`config.mk`:
```
export PLATFORM = sky130hd
export DESIGN_NAME = audio_sample_scheduler
export DESIGN_NICKNAME = d
export VERILOG_FILES = /design/src/rtl/audio_sample_scheduler.sv
export SDC_FILE = /design/constraint.sdc
export NUM_CORES = 1
export LEC_CHECK = 0
export CORE_ASPECT_RATIO = 1.5
export CORE_UTILIZATION = 44
export DETAILED_ROUTE_END_ITERATION = 10
export PLACE_DENSITY = 0.63
export SLEW_MARGIN = 5
export SYNTH_ARGS = -nofsm -noshare
export SYNTH_HDL_FRONTEND = slang
export SYNTH_SLANG_ARGS = --single-unit
```
`constraint.sdc`:
```
create_clock -name clock -period 8.5 [get_ports clock]
set_clock_uncertainty 0.15 [all_clocks]
set_input_delay 1.275 -clock clock [delete_from_list [all_inputs] [get_ports clock]]
set_output_delay 1.275 -clock clock [all_outputs]
set_load 0.01 [all_outputs]
```
`src/rtl/audio_sample_scheduler.sv`:
```
// Paces buffered audio samples into the Serializer, one word per sample tick.
// Define SCHED_HOLD_LAST_EN to repeat the last popped sample on underrun instead of silence.
module audio_sample_scheduler #(
   parameter int DATA_W     = 16,
   parameter int FIFO_DEPTH = 8,
   parameter int SAMPLE_DIV = 2268
) (
   input  logic                          clock,
   input  logic                          reset_n,
   input  logic                          run,
   input  logic                          wr_valid,
   input  logic [DATA_W-1:0]             wr_data,
   output logic                          wr_ready,
   output logic                          ser_enable,
   output logic [DATA_W-1:0]             ser_data,
   input  logic                          ser_done,
   output logic [$clog2(FIFO_DEPTH):0]   fifo_level,
   output logic                          busy,
   output logic [7:0]                    underrun_cnt,
   output logic                          overrun,
   input  logic                          clr_status
);

   localparam int PTR_W = $clog2(FIFO_DEPTH);
   localparam int LVL_W = PTR_W + 1;
   localparam int CNT_W = $clog2(SAMPLE_DIV);

   typedef enum logic [1:0] {IDLE, SHIFT, GAP} state_t;

   state_t               state, state_next;
   logic [CNT_W-1:0]     tick_cnt;
   logic                 tick;
   logic [DATA_W-1:0]    mem [FIFO_DEPTH];
   logic [PTR_W-1:0]     wr_ptr, rd_ptr;
   logic [LVL_W-1:0]     count;
   logic                 full, empty, push, pop, idle_tick;
   logic [DATA_W-1:0]    underrun_val;

   assign tick      = run && (tick_cnt == CNT_W'(SAMPLE_DIV - 1));
   assign full      = (count == LVL_W'(FIFO_DEPTH));
   assign empty     = (count == '0);
   assign idle_tick = (state == IDLE) && tick;
   assign pop       = idle_tick && !empty;
   // A pop in the same cycle frees a slot, so a full FIFO can still take a write.
   assign wr_ready  = !full || pop;
   assign push      = wr_valid && wr_ready;

   assign fifo_level = count;
   assign ser_enable = (state == SHIFT);
   assign busy       = (state != IDLE);

   always_ff @(posedge clock or negedge reset_n) begin
      if (!reset_n) begin
         tick_cnt <= '0;
      end else if (!run || tick) begin
         tick_cnt <= '0;
      end else begin
         tick_cnt <= tick_cnt + 1'b1;
      end
   end

   always_ff @(posedge clock) begin
      if (push) begin
         mem[wr_ptr] <= wr_data;
      end
   end

   always_ff @(posedge clock or negedge reset_n) begin
      if (!reset_n) begin
         wr_ptr <= '0;
         rd_ptr <= '0;
         count  <= '0;
      end else begin
         if (push) wr_ptr <= wr_ptr + 1'b1;
         if (pop)  rd_ptr <= rd_ptr + 1'b1;
         if (push && !pop)      count <= count + 1'b1;
         else if (pop && !push) count <= count - 1'b1;
      end
   end

`ifdef SCHED_HOLD_LAST_EN
   logic [DATA_W-1:0] last_sample;

   always_ff @(posedge clock or negedge reset_n) begin
      if (!reset_n) begin
         last_sample <= '0;
      end else if (pop) begin
         last_sample <= mem[rd_ptr];
      end
   end

   assign underrun_val = last_sample;
`else
   assign underrun_val = '0;
`endif

   always_ff @(posedge clock or negedge reset_n) begin
      if (!reset_n) begin
         state <= IDLE;
      end else begin
         state <= state_next;
      end
   end

   // GAP holds enable low for one cycle so every word starts on a fresh rising enable.
   always_comb begin
      state_next = state;
      case (state)
         IDLE:    if (tick) state_next = SHIFT;
         SHIFT:   if (ser_done) state_next = GAP;
         GAP:     state_next = IDLE;
         default: state_next = IDLE;
      endcase
   end

   always_ff @(posedge clock or negedge reset_n) begin
      if (!reset_n) begin
         ser_data <= '0;
      end else if (idle_tick) begin
         ser_data <= empty ? underrun_val : mem[rd_ptr];
      end
   end

   always_ff @(posedge clock or negedge reset_n) begin
      if (!reset_n) begin
         underrun_cnt <= '0;
         overrun      <= 1'b0;
      end else if (clr_status) begin
         underrun_cnt <= '0;
         overrun      <= 1'b0;
      end else begin
         if (idle_tick && empty && underrun_cnt != 8'hFF) underrun_cnt <= underrun_cnt + 1'b1;
         if (tick && state != IDLE) overrun <= 1'b1;
      end
   end

endmodule

```
### Word-level counts from Yosys, hierarchy flattened

Memories as Yosys holds them, arrays and structs flattened.
Index checks and enable logic that the tools add are counted.
W data, S select, Z words.

| word-level totals | value |
|---|---|
| bits in registers | 49 |
| bits in writable memories | 128 |
| output and inout port bits | 32 |
| word-level logic and storage cells | 57 |
| memories kept | 1 |

| operators by class | value |
|---|---|
| $add $sub $neg | 6 |
| equal/unequal tests | 6 |
| multiplexer cells | 13 |
| reduce and logical (&&, ||, !) cells | 23 |

Memories:

| name | depth | width | rd ports | clocked after Yosys merged registers in | write ports | line | RTL |
|---|---|---|---|---|---|---|---|
| mem | 8 | 16 | 1 | 0 | 1 | 33 | `logic [DATA_W-1:0] mem [FIFO_DEPTH];` |

Operators by type and width:

| kind | number |
|---|---|
| $mux W16 | 1 |
| $mux W8 | 2 |
| $add A12 B1 Y12 const B | 1 |
| $eq A12 B12 Y1 const B | 1 |
| $mux W12 | 1 |
| $logic_and A1 B1 Y1 | 9 |
| $add A8 B1 Y8 const B | 1 |
| $mux W4 | 2 |
| $ne A8 B8 Y1 const B | 1 |
| $reduce_bool A2 Y1 | 4 |
| $add A3 B1 Y3 const B | 2 |
| $logic_not A1 Y1 | 5 |
| $add A4 B1 Y4 const B | 1 |
| $eq A4 B4 Y1 const B | 1 |
| $logic_not A4 Y1 | 1 |
| $mux W1 | 4 |
| $mux W2 | 2 |
| $pmux W2 S2 | 1 |
| $sub A4 B1 Y4 const B | 1 |
| $eq A2 B1 Y1 const B | 1 |
| $logic_not A2 Y1 | 1 |
| $logic_or A1 B1 Y1 | 2 |
| $ne A2 B1 Y1 const B | 1 |
| $ne A2 B2 Y1 const B | 1 |
| $reduce_and A2 Y1 | 1 |

### Longest topological paths before layout

Gate-level depths: netlist of run 1.

| logic depth | value |
|---|---|
| depth after elaboration | 10 |
| depth in mapped cells | 12 |
| mapped depth without buffers | 12 |

### Worst setup path before layout of run 1

Ideal clock, no wire load.

| path | value |
|---|---|
| path kind | input port to flip-flop |
| from | in run |
| to | mem mem[0][0], enable pin |
| data arrival time | 3.904 ns |
| required time | 7.920 ns |
| setup slack | 4.016 ns |
| stages | 4 |
| buffers on the path | 0 |
| cells stage by stage | or3b_1 nor4_1 o21ai_1 nor4_1 |

| on the way | value |
|---|---|
| cells in the longest elaborated chain, start to end | 7 |

Ends and longest elaborated chain:

| what | line | RTL |
|---|---|---|
| start, declared | 10 | `input logic run,` |
| $logic_and A1 B1 Y1 | 39 | `assign tick = run && (tick_cnt == CNT_W'(SAMPLE_DIV - 1));` |
| $logic_and A1 B1 Y1 | 42 | `assign idle_tick = (state == IDLE) && tick;` |
| $logic_and A1 B1 Y1 | 43 | `assign pop = idle_tick && !empty;` |
| $logic_or A1 B1 Y1 | 45 | `assign wr_ready = !full \|\| pop;` |
| $logic_and A1 B1 Y1 | 46 | `assign push = wr_valid && wr_ready;` |
| $mux W1 | 63 | `if (push) begin` |
| $mux W1 (implied by the code) | 64 | `mem[wr_ptr] <= wr_data;` |
| end, declared | 33 |  |

Every way passes these cells.

### Worst setup path after layout of run 1

| path | value |
|---|---|
| from | in run |
| to | out wr_ready |

| on the way | value |
|---|---|
| cells in the longest elaborated chain, start to end | 4 |

Ends and longest elaborated chain:

| what | line | RTL |
|---|---|---|
| $logic_and A1 B1 Y1 | 39 |  |
| $logic_and A1 B1 Y1 | 42 |  |
| $logic_and A1 B1 Y1 | 43 |  |
| $logic_or A1 B1 Y1 | 45 |  |
| end, declared | 13 | `output logic wr_ready,` |

Every way passes these cells.

==> run summary, run 1 <==
Iter 0 DRT Violations - 178
CTS Buf Count - 17
Pwr dens - 244.1 nW/µm²
Die X - 105.5 µm
Largest cells by area after synthesis - edfxtp_1 54%, dfrtp_1 17%, mux4_2 10%
Worst vdd ir - 124.6 µV
Reg-to-reg critical path startpoint - tick_cnt[0]
Cells after Synth - 412
Wirelength, routed - 13.89 mm
Largest net degree at the start of global routing - 50
Worst Setup SP - run
Share of post-route cells with drive strength above 1 - 17.83%
Unique masters post-synth - 38
Skew-Pair Late Insertion Delay - 430 ps
Final cell count without fillers - 691
Gpl congestion - 0.7546
FP Rows - 56
# diodes - 0
Pins Over Slew Limit - 0
Slew margin rel. - 23.84%
Final hold slack - 308.7 ps
Min-delay worst type - register to register
Fin crit share - 55.58%
# resized after CTS - 0
Initial core utilization - 45.05%
Final net count - 505
Final Hold Fails - 0
Cell type with the largest total area after synthesis - edfxtp_1
Hpwl dp - 8.488 mm
Power, Total - 2.055 mW
Avg Inst Size Synth - 17.16 µm²
Most frequent cells in the layout - 128 x edfxtp_1, 52 x clkdlybuf4s50_1, 47 x dfrtp_1
Hold Crit Depth - 1
Wire per inst - 20.10 µm
First-pass GRT wire length - 22.01 mm
Post-synth top area share - 54.36%
Routed vias/inst - 5.556
Global route overflow - 0
Max Fclk - 211.7 MHz
DR vias - 3839
Startpoint types - primary input
Arrival time at the worst endpoint - 3300 ps
H-tree Lvls - 4
Worst-path maximum fanout - 5
Root Buffer - clkbuf_16
Drt pass-1 iters - 4
Tmin final - 4724 ps
Slew @ Worst Pin - 1142 ps
Critical Setup Path Class - primary input to output port
# setup viols final - 0
Post-CTS Setup Inserts - 0
CP Data Required Time - 7070 ps
DRC viols - 0
Max clock buf depth - 2
Mapped Area - 7071 µm²
Unrepaired setup endpoints after global routing - no
Seq/Total Area, Yosys - 71.70%
Most common cell after layout, fill and taps aside - edfxtp_1
Pleak - 2.859 nW
Clock-pin slew on the worst setup and hold paths - 60 ps
Port bufs - 53
Setup TNS - 0 ps
Number of global-route vias before repair - 4146
Outcome - complete, no violations
Syn_nets - 442
Min-delay src - tick_cnt[0]
Core Region - 15700 µm²
CTS tree - yes
Die Height - 157.3 µm
Seq cells post-synth - 177
Die ar. - 16590 µm²
Initial antenna violation count - 0
Area grow syn2layout - 19.04%
Crit. End Element - output port
GRT Util Overall - 18.33%
Cells on worst reg2reg path - 12
ANT nets after route - 0
Ports - 54
Post-CTS Hold Buffers - 0
MaxCap Viol Count - 0
Dpl cells - 659
Yosys warnings - 0
Clk sinks - 177
kinds of logic after synthesis:
| family | share of synthesized area (%) |
|---|---|
| AND/OR/NAND/NOR | 6.919 |
| multiplexers | 13.24 |
| buffers and inverters | 1.256 |
| XOR/XNOR | 2.106 |
| adder cells (fa/ha/maj) | 1.522 |
| AO/OA/AOI/OAI | 3.256 |
| flip-flops | 71.70 |
where the power goes:
group	leakage (nW)	internal (mW)	total [mW]	switching, mW
combinational	0.780	0.107	0.253	0.146
clock	0.254	0.375	0.704	0.329
sequential	1.83	1.04	1.10	0.0551
total	2.86	1.52	2.05	0.531
worst max-delay path, cell delays in order:
cell,delay [ps]
clkdlybuf4s50_1,510
or3b_1,430
or4_1,440
nand3_1,100
clkdlybuf4s50_1,530
sequential cells by signal (all words and copies together), names as in the netlist, 2 cells and up:
| name | cells |
|---|---|
| fifo_level | 4 |
| mem | 128 |
| rd_ptr | 3 |
| ser_data | 16 |
| state | 2 |
| tick_cnt | 12 |
| underrun_cnt | 8 |
| wr_ptr | 3 |
stage by stage:
step                utilization, %  area, µm²  setup WS, ps
global route                 53.63       8417          3695
detailed placement           50.24       7885          3697
CTS                          53.63       8417          3767
finish                       53.63       8417          3776
floorplan                        -       7071          4016
global placement             50.24       7885          3793
cell usage after synthesis:
master     instances
a31oi_1            1
o211ai_1           3
xnor2_1            8
o21ai_1            2
and2_1             2
xor2_1             9
a21oi_1            8
and4_1             2
nor3_1             6
a21o_1             1
nand4bb_1          1
buf_2              5
dfrtp_1           49
o21ai_0           21
or3_4              1
o2111ai_1          1
nor2_1            18
and3_1             3
mux4_2            32
ha_1               7
nand4_1            6
nor2b_1            1
mux2i_1           17
nand2b_1           5
o31ai_1            4
or3_1              3
or4_1              6
buf_1              3
nand3_1            7
clkbuf_1          10
or2_2              2
nor4_1             5
mux2_2             4
edfxtp_1         128
nand2_1           25
or3b_1             1
fa_1               1
inv_1              4
final timing paths:
| check | slack [ps] | end |
|---|---|---|
| max | 3780 | wr_ready |
| min | 310 | tick_cnt[0] |
| max reg2reg | 4880 | fifo_level[3] |
| min reg2reg | 310 | tick_cnt[0] |
| max in group asynchronous | 6890 | rd_ptr[0] |
| min in group asynchronous | 810 | tick_cnt[3] |
layout make-up:
cell class / count / area (µm²)
inverter: 4 / 15.01
fill: 1317 / 7278
sequential: 177 / 5072
tap: 203 / 254.0
clock inverter: 15 / 106.4
multi-input combinational: 213 / 1951
clock buffer: 17 / 425.4
timing repair buffer: 62 / 593.1
layer usage:
layer | wire length, µm | track usage (%) | up-vias
met4 | 265 | 8.532 | 0
li1 | - | - | 1734
met2 | 7632 | 32.96 | 85
met5 | 0 | 0 | -
met1 | 5491 | 20.70 | 1999
met3 | 502 | 4.141 | 21
Power figures use the tool's default switching activity.
==> run 2: changes to the inputs <==
PLACE_DENSITY = 0.65   (was 0.63)
clock period = 3.8 ns   (was 8.5 ns; I/O delays follow)
==> run summary, run 2 (synthesis results as in run 1) <==
Area grow syn2layout - 20.79%
ANT nets after route - 0 (unchanged)
Gpl congestion - 0.7869 (+4.3%)
Wire per inst - 20.09 µm (about the same)
Pwr dens - 562.5 nW/µm² (+130%)
CTS Buf Count - 17 (unchanged)
Pleak - 2.929 nW (+2.4%)
Outcome - complete, no violations
Final Core Density - 54.42% (+0.79 points)
Initial antenna violation count - 0 (unchanged)
Cell Int Power - 3.621 mW (+140%)
Slew margin rel. - 21.78% (-2.1 points)
Sequential share of power - 50.9% (-2.5 points)
First-pass GRT wire length - 22.21 mm (+0.91%)
Port bufs - 53 (unchanged)
Post-CTS Hold Buffers - 0 (unchanged)
Fin crit share - 87.59%
Biggest regs - mem: 128 flops, ser_data: 16 flops, tick_cnt: 12 flops
Worst vdd ir - 301.4 µV (+140%)
Core Region - 15700 µm² (unchanged)
Worst Slack Setup Final - 471.5 ps (-3304 ps)
Flip-flop count of the largest register after layout - 128 (unchanged)
Final hold slack - 27.14 ps (-281.5 ps)
Worst path depth - 5 (unchanged)
Die ar. - 16590 µm² (unchanged)
FP Rows - 56 (unchanged)
Number of global-route vias before repair - 4103 (-1.0%)
# diodes - 0 (unchanged)
GRT Util Overall - 18.32% (about the same)
H-tree Lvls - 4 (unchanged)
Worst-path maximum fanout - 5 (unchanged)
Final Hold Fails - 0 (unchanged)
Setup TNS - 0 ps (unchanged)
Clock-pin slew on the worst setup and hold paths - 70 ps (about the same)
Fill count - 1281 (-2.7%)
Critical Setup Path Class - primary input to output port
Drt pass-1 iters - 4 (unchanged)
Share of post-route cells with drive strength above 1 - 18.95% (+1.1 points)
Iter 0 DRT Violations - 160 (-10%)
Post-CTS Setup Inserts - 0 (unchanged)
Sw Ratio - 24.63% (-1.2 points)
Startpoint types - primary input
CP Data Required Time - 3080 ps (-3990 ps)
Slowest-stage cell, CP - clkdlybuf4s50_1
Clk pwr share - 37.2% (+2.9 points)
Min-delay worst type - primary input to async pin
Sw power - 1.183 mW (+120%)
Die X - 105.5 µm (unchanged)
Most frequent cells in the layout - 128 x edfxtp_1, 52 x clkdlybuf4s50_1, 47 x dfrtp_1
Reg area - 5072 µm² (unchanged)
Wirelength, routed - 14.04 mm (+1.1%)
Tmin final - 3328 ps
Skew-Pair Late Insertion Delay - 420 ps (about the same)
Worst Path Buf+Inv - 2 (unchanged)
Area of the multi-input gates - 1938 µm² (-0.64%)
Initial core utilization - 45.05% (unchanged)
Max incr delay on CP - 530 ps (about the same)
Max Fclk - 300.4 MHz
Reg-to-reg critical path startpoint - tick_cnt[0]
Critical Path, Cell by Cell - clkdlybuf4s50_1, or3b_1, or4_1, nand3_1, clkdlybuf4s50_1
Ports - 54 (unchanged)
DR vias - 3841 (+0.052%)
MaxCap Viol Count - 0 (unchanged)
Pre-CTS WS - 169.6 ps (-3527 ps)
Most common cell after layout, fill and taps aside - edfxtp_1
Cell family with most CP delay - buffers and inverters
Combinational share of power - 11.8% (-0.5 points)
Cells on worst reg2reg path - 11 (-1)
Worst Setup SP - run
Final net count - 513 (+1.6%)
Hpwl dp - 8.690 mm (+2.4%)
Slew @ Worst Pin - 1173 ps (+30.86 ps)
Unrepaired setup endpoints after global routing - no
# resized after CTS - 0 (unchanged)
Global route overflow - 0 (unchanged)
Routed vias/inst - 5.495 (-1.1%)
CP most frequent cell - clkdlybuf4s50_1
Crit. End Element - output port
Pins Over Slew Limit - 0 (unchanged)
Final cell area excluding filler cells - 8541 µm² (+1.5%)
Largest reg by FF count - mem
# setup viols final - 0 (unchanged)
Clk sinks - 177 (unchanged)
Root Buffer - clkbuf_16
Arrival time at the worst endpoint - 2610 ps (-690 ps)
Area post-placement - 7933 µm² (+0.60%)
CTS tree - yes
Largest net degree at the start of global routing - 35 (-30%)
Die Height - 157.3 µm (unchanged)
Max clock buf depth - 2 (unchanged)
DRC viols - 0 (unchanged)
run 2: power by group through the flow:
stage	registers (mW)	clock network, mW	logic [mW]
after CTS	2.45	1.83	0.579
final	2.45	1.79	0.569
after global placement	2.47	0	0.567
after global routing	2.47	1.90	0.623
after detailed placement	2.49	0	0.576
after floorplan	2.46	0	0.308
run 2: final cells by class:
| class | count | share of cell area [%] |
|---|---|---|
| clock inverters | 15 | 2.139 |
| multi-input cells | 213 | 22.69 |
| inverters | 4 | 0.1758 |
| well taps | 203 | 2.974 |
| repair buffers | 70 | 7.647 |
| flip-flops and latches | 177 | 59.39 |
| clock buffers | 17 | 4.981 |
run 2: path summary, 6_finish.rpt:
path                                        end  slack [ps]
worst max register to register    fifo_level[3]         690
worst min-delay path                tick_cnt[5]          30
worst max-delay path                   wr_ready         470
worst min register to register      tick_cnt[0]         310
max in group asynchronous       underrun_cnt[0]        2690
min in group clock                  tick_cnt[0]         310
run 2: worst register-to-register path: cells and delay by family (launching register included):
family	cells	cell delay (ps)
muxes	1	230
AOI/OAI and AO/OA	2	350
buffers and inverters	1	130
and+or+nand+nor	3	950
DFF	1	370
adders and majority gates	3	730
xor gates and xnor gates	1	130
run 2: through the flow:
stage | power (mW) | cells
after detailed placement | 3.065 | 667
after global routing | 4.994 | 699
final | 4.804 | 699
after CTS | 4.854 | 699
after floorplan | 2.771 | 412
after global placement | 3.034 | 667
run 2: metal layers:
layer  vias to the layer above  global-route usage [%]  part of all wire (%)
li1                       1749                       -                     -
met1                      1974                   20.95                    40
met2                        92                   33.49                    54
met3                        26                   3.644                   3.2
met4                         0                   7.474                   2.4
met5                         -                       0                     0
==> run 3: changes to the inputs <==
CTS_BUF_LIST = sky130_fd_sc_hd__clkbuf_4   (was default)
PLACE_DENSITY = 0.75   (was 0.65)
==> run summary, run 3 (synthesis results as in run 1) <==
Outcome - complete, no violations
Share of post-route cells with drive strength above 1 - 18.91% (-0.038 points)
Slew @ Worst Pin - 1128 ps (-45.20 ps)
Min-delay worst type - register to register
Area grow syn2layout - 16.67%
Worst vdd ir - 228.4 µV (-24%)
CTS Buf Count - 17 (unchanged)
H-tree Lvls - 4 (unchanged)
Initial core utilization - 45.05% (unchanged)
Final net count - 514 (+0.19%)
Worst-path maximum fanout - 6 (+1)
Reg-to-reg critical path startpoint - tick_cnt[0]
Arrival time at the worst endpoint - 2660 ps (+50 ps)
Fin crit share - 89.04% (+1.4 points)
Unrepaired setup endpoints after global routing - no
Gpl congestion - 0.7859 (-0.13%)
GRT Util Overall - 17.83% (-0.49 points)
ANT nets after route - 0 (unchanged)
GR met2 Demand/Resource - 32.42% (-1.1 points)
Final cell count without fillers - 701 (+0.29%)
Wire per inst - 19.37 µm (-3.6%)
Hpwl dp - 8.681 mm (-0.11%)
Most common cell after layout, fill and taps aside - edfxtp_1
Min-delay src - tick_cnt[0]
Max clock buf depth - 2 (unchanged)
Max Fclk - 295.5 MHz (-1.6%)
CP Data Required Time - 3080 ps (about the same)
Pins Over Slew Limit - 0 (unchanged)
Post-CTS Setup Inserts - 0 (unchanged)
Skew-Pair Late Insertion Delay - 550 ps (+130 ps)
Drt pass-1 iters - 4 (unchanged)
Met3 Usage GRT - 4.182% (+0.54 points)
# resized after CTS - 0 (unchanged)
Clock-pin slew on the worst setup and hold paths - 150 ps (+80 ps)
Final hold slack - 311.8 ps (+284.6 ps)
Area post-placement - 7931 µm² (about the same)
CTS tree - yes
Core Region - 15700 µm² (unchanged)
# setup viols final - 0 (unchanged)
Wirelength, routed - 13.58 mm (-3.3%)
First-pass GRT wire length - 21.67 mm (-2.4%)
Tmin final - 3384 ps (+55.05 ps)
Biggest regs - mem: 128 flops, ser_data: 16 flops, tick_cnt: 12 flops
Critical Setup Path Class - register to output port
DRC viols - 0 (unchanged)
Routed vias/inst - 5.545 (+0.91%)
Clk sinks - 177 (unchanged)
Initial antenna violation count - 1 (+1)
Pleak - 2.802 nW (-4.3%)
FP Rows - 56 (unchanged)
Global route overflow - 0 (unchanged)
Ports - 54 (unchanged)
Startpoint types - register
Iter 0 DRT Violations - 181 (+13%)
Final cell area excluding filler cells - 8249 µm² (-3.4%)
Die X - 105.5 µm (unchanged)
Die Height - 157.3 µm (unchanged)
Number of global-route vias before repair - 4160 (+1.4%)
Root Buffer - clkbuf_4
DR vias - 3887 (+1.2%)
Crit. End Element - output port
Slew margin rel. - 24.79% (+3.0 points)
Largest reg by FF count - mem
Worst Setup SP - tick_cnt[0]
Largest net degree at the start of global routing - 34 (-2.9%)
Pwr dens - 488.7 nW/µm² (-13%)
Flip-flop count of the largest register after layout - 128 (unchanged)
Met1 Use GR - 20.14% (-0.81 points)
Setup TNS - 0 ps (unchanged)
Port bufs - 53 (unchanged)
Most frequent cells in the layout - 128 x edfxtp_1, 52 x clkdlybuf4s50_1, 48 x dfrtp_1
Die ar. - 16590 µm² (unchanged)
Grt peak-use layer - met2
MaxCap Viol Count - 0 (unchanged)
Final Hold Fails - 0 (unchanged)
Dpl cells - 667 (unchanged)
-- run 3: cell count changes in the layout (fill, tap and decap cells not counted), sizes merged --
| cell | before | now |
|---|---|---|
| dlygate4sd3 | 0 | 1 |
| diode | 0 | 1 |
| clkinv | 4 | 11 |
| bufinv | 3 | 0 |
| clkinvlp | 3 | 1 |
| inv | 9 | 7 |
-- run 3: worst paths after layout --
| check | to | slack [ps] | cells after the start |
|---|---|---|---|
| max | wr_ready | 420 | 5 |
| min | tick_cnt[0] | 310 | 1 |
| max reg2reg | fifo_level[3] | 620 | 11 |
| min reg2reg | tick_cnt[0] | 310 | 1 |
| max in group asynchronous | rd_ptr[0] | 2240 | 3 |
| min in group asynchronous | fifo_level[1] | 460 | 2 |
-- run 3: through the flow --
stage	setup WS [ps]	util (%)	total power, mW
detailed placement	133.5	50.53	3.067
finish	416.5	52.56	4.032
floorplan	20.65	-	2.771
CTS	371.8	52.54	4.075
global route	247.4	52.56	4.223
global placement	224.3	50.53	3.020
-- run 3: repair_timing --
item | CTS | global route
hold buffers | 1 | 0
endpoints found under the setup margin | 0 | 0
hold endpoints to repair | 32 | 0
-- run 3: routing by layer --
layer  wire length [µm]  vias up
li1                   -     1759
met1               5353     1992
met2               7457      118
met3                502       18
met4                265        0
met5                  0        -
-- run 3: critical path: stages, from the launching register on --
cell and delay, ps:
dfrtp_1 390, ha_1 300, nand4_1 250, or4_1 540, nand3_1 110, clkdlybuf4s50_1 530
-- run 3: layout make-up --
cell class / instances / area (µm²)
Fill cell: 1263 / 7446
Sequential cell: 177 / 5071
Multi-Input combinational cell: 213 / 1938
Timing Repair Buffer: 71 / 663.1
Tap cell: 203 / 254.0
Clock inverter: 15 / 177.7
Clock buffer: 17 / 127.6
Inverter: 4 / 15.01
Antenna cell: 1 / 2.502
-- run 3: power breakdown --
group          switching [mW]  internal (mW)  total, mW
clock network           0.713          0.305       1.02
registers               0.117           2.33       2.44
logic                   0.325          0.245      0.570
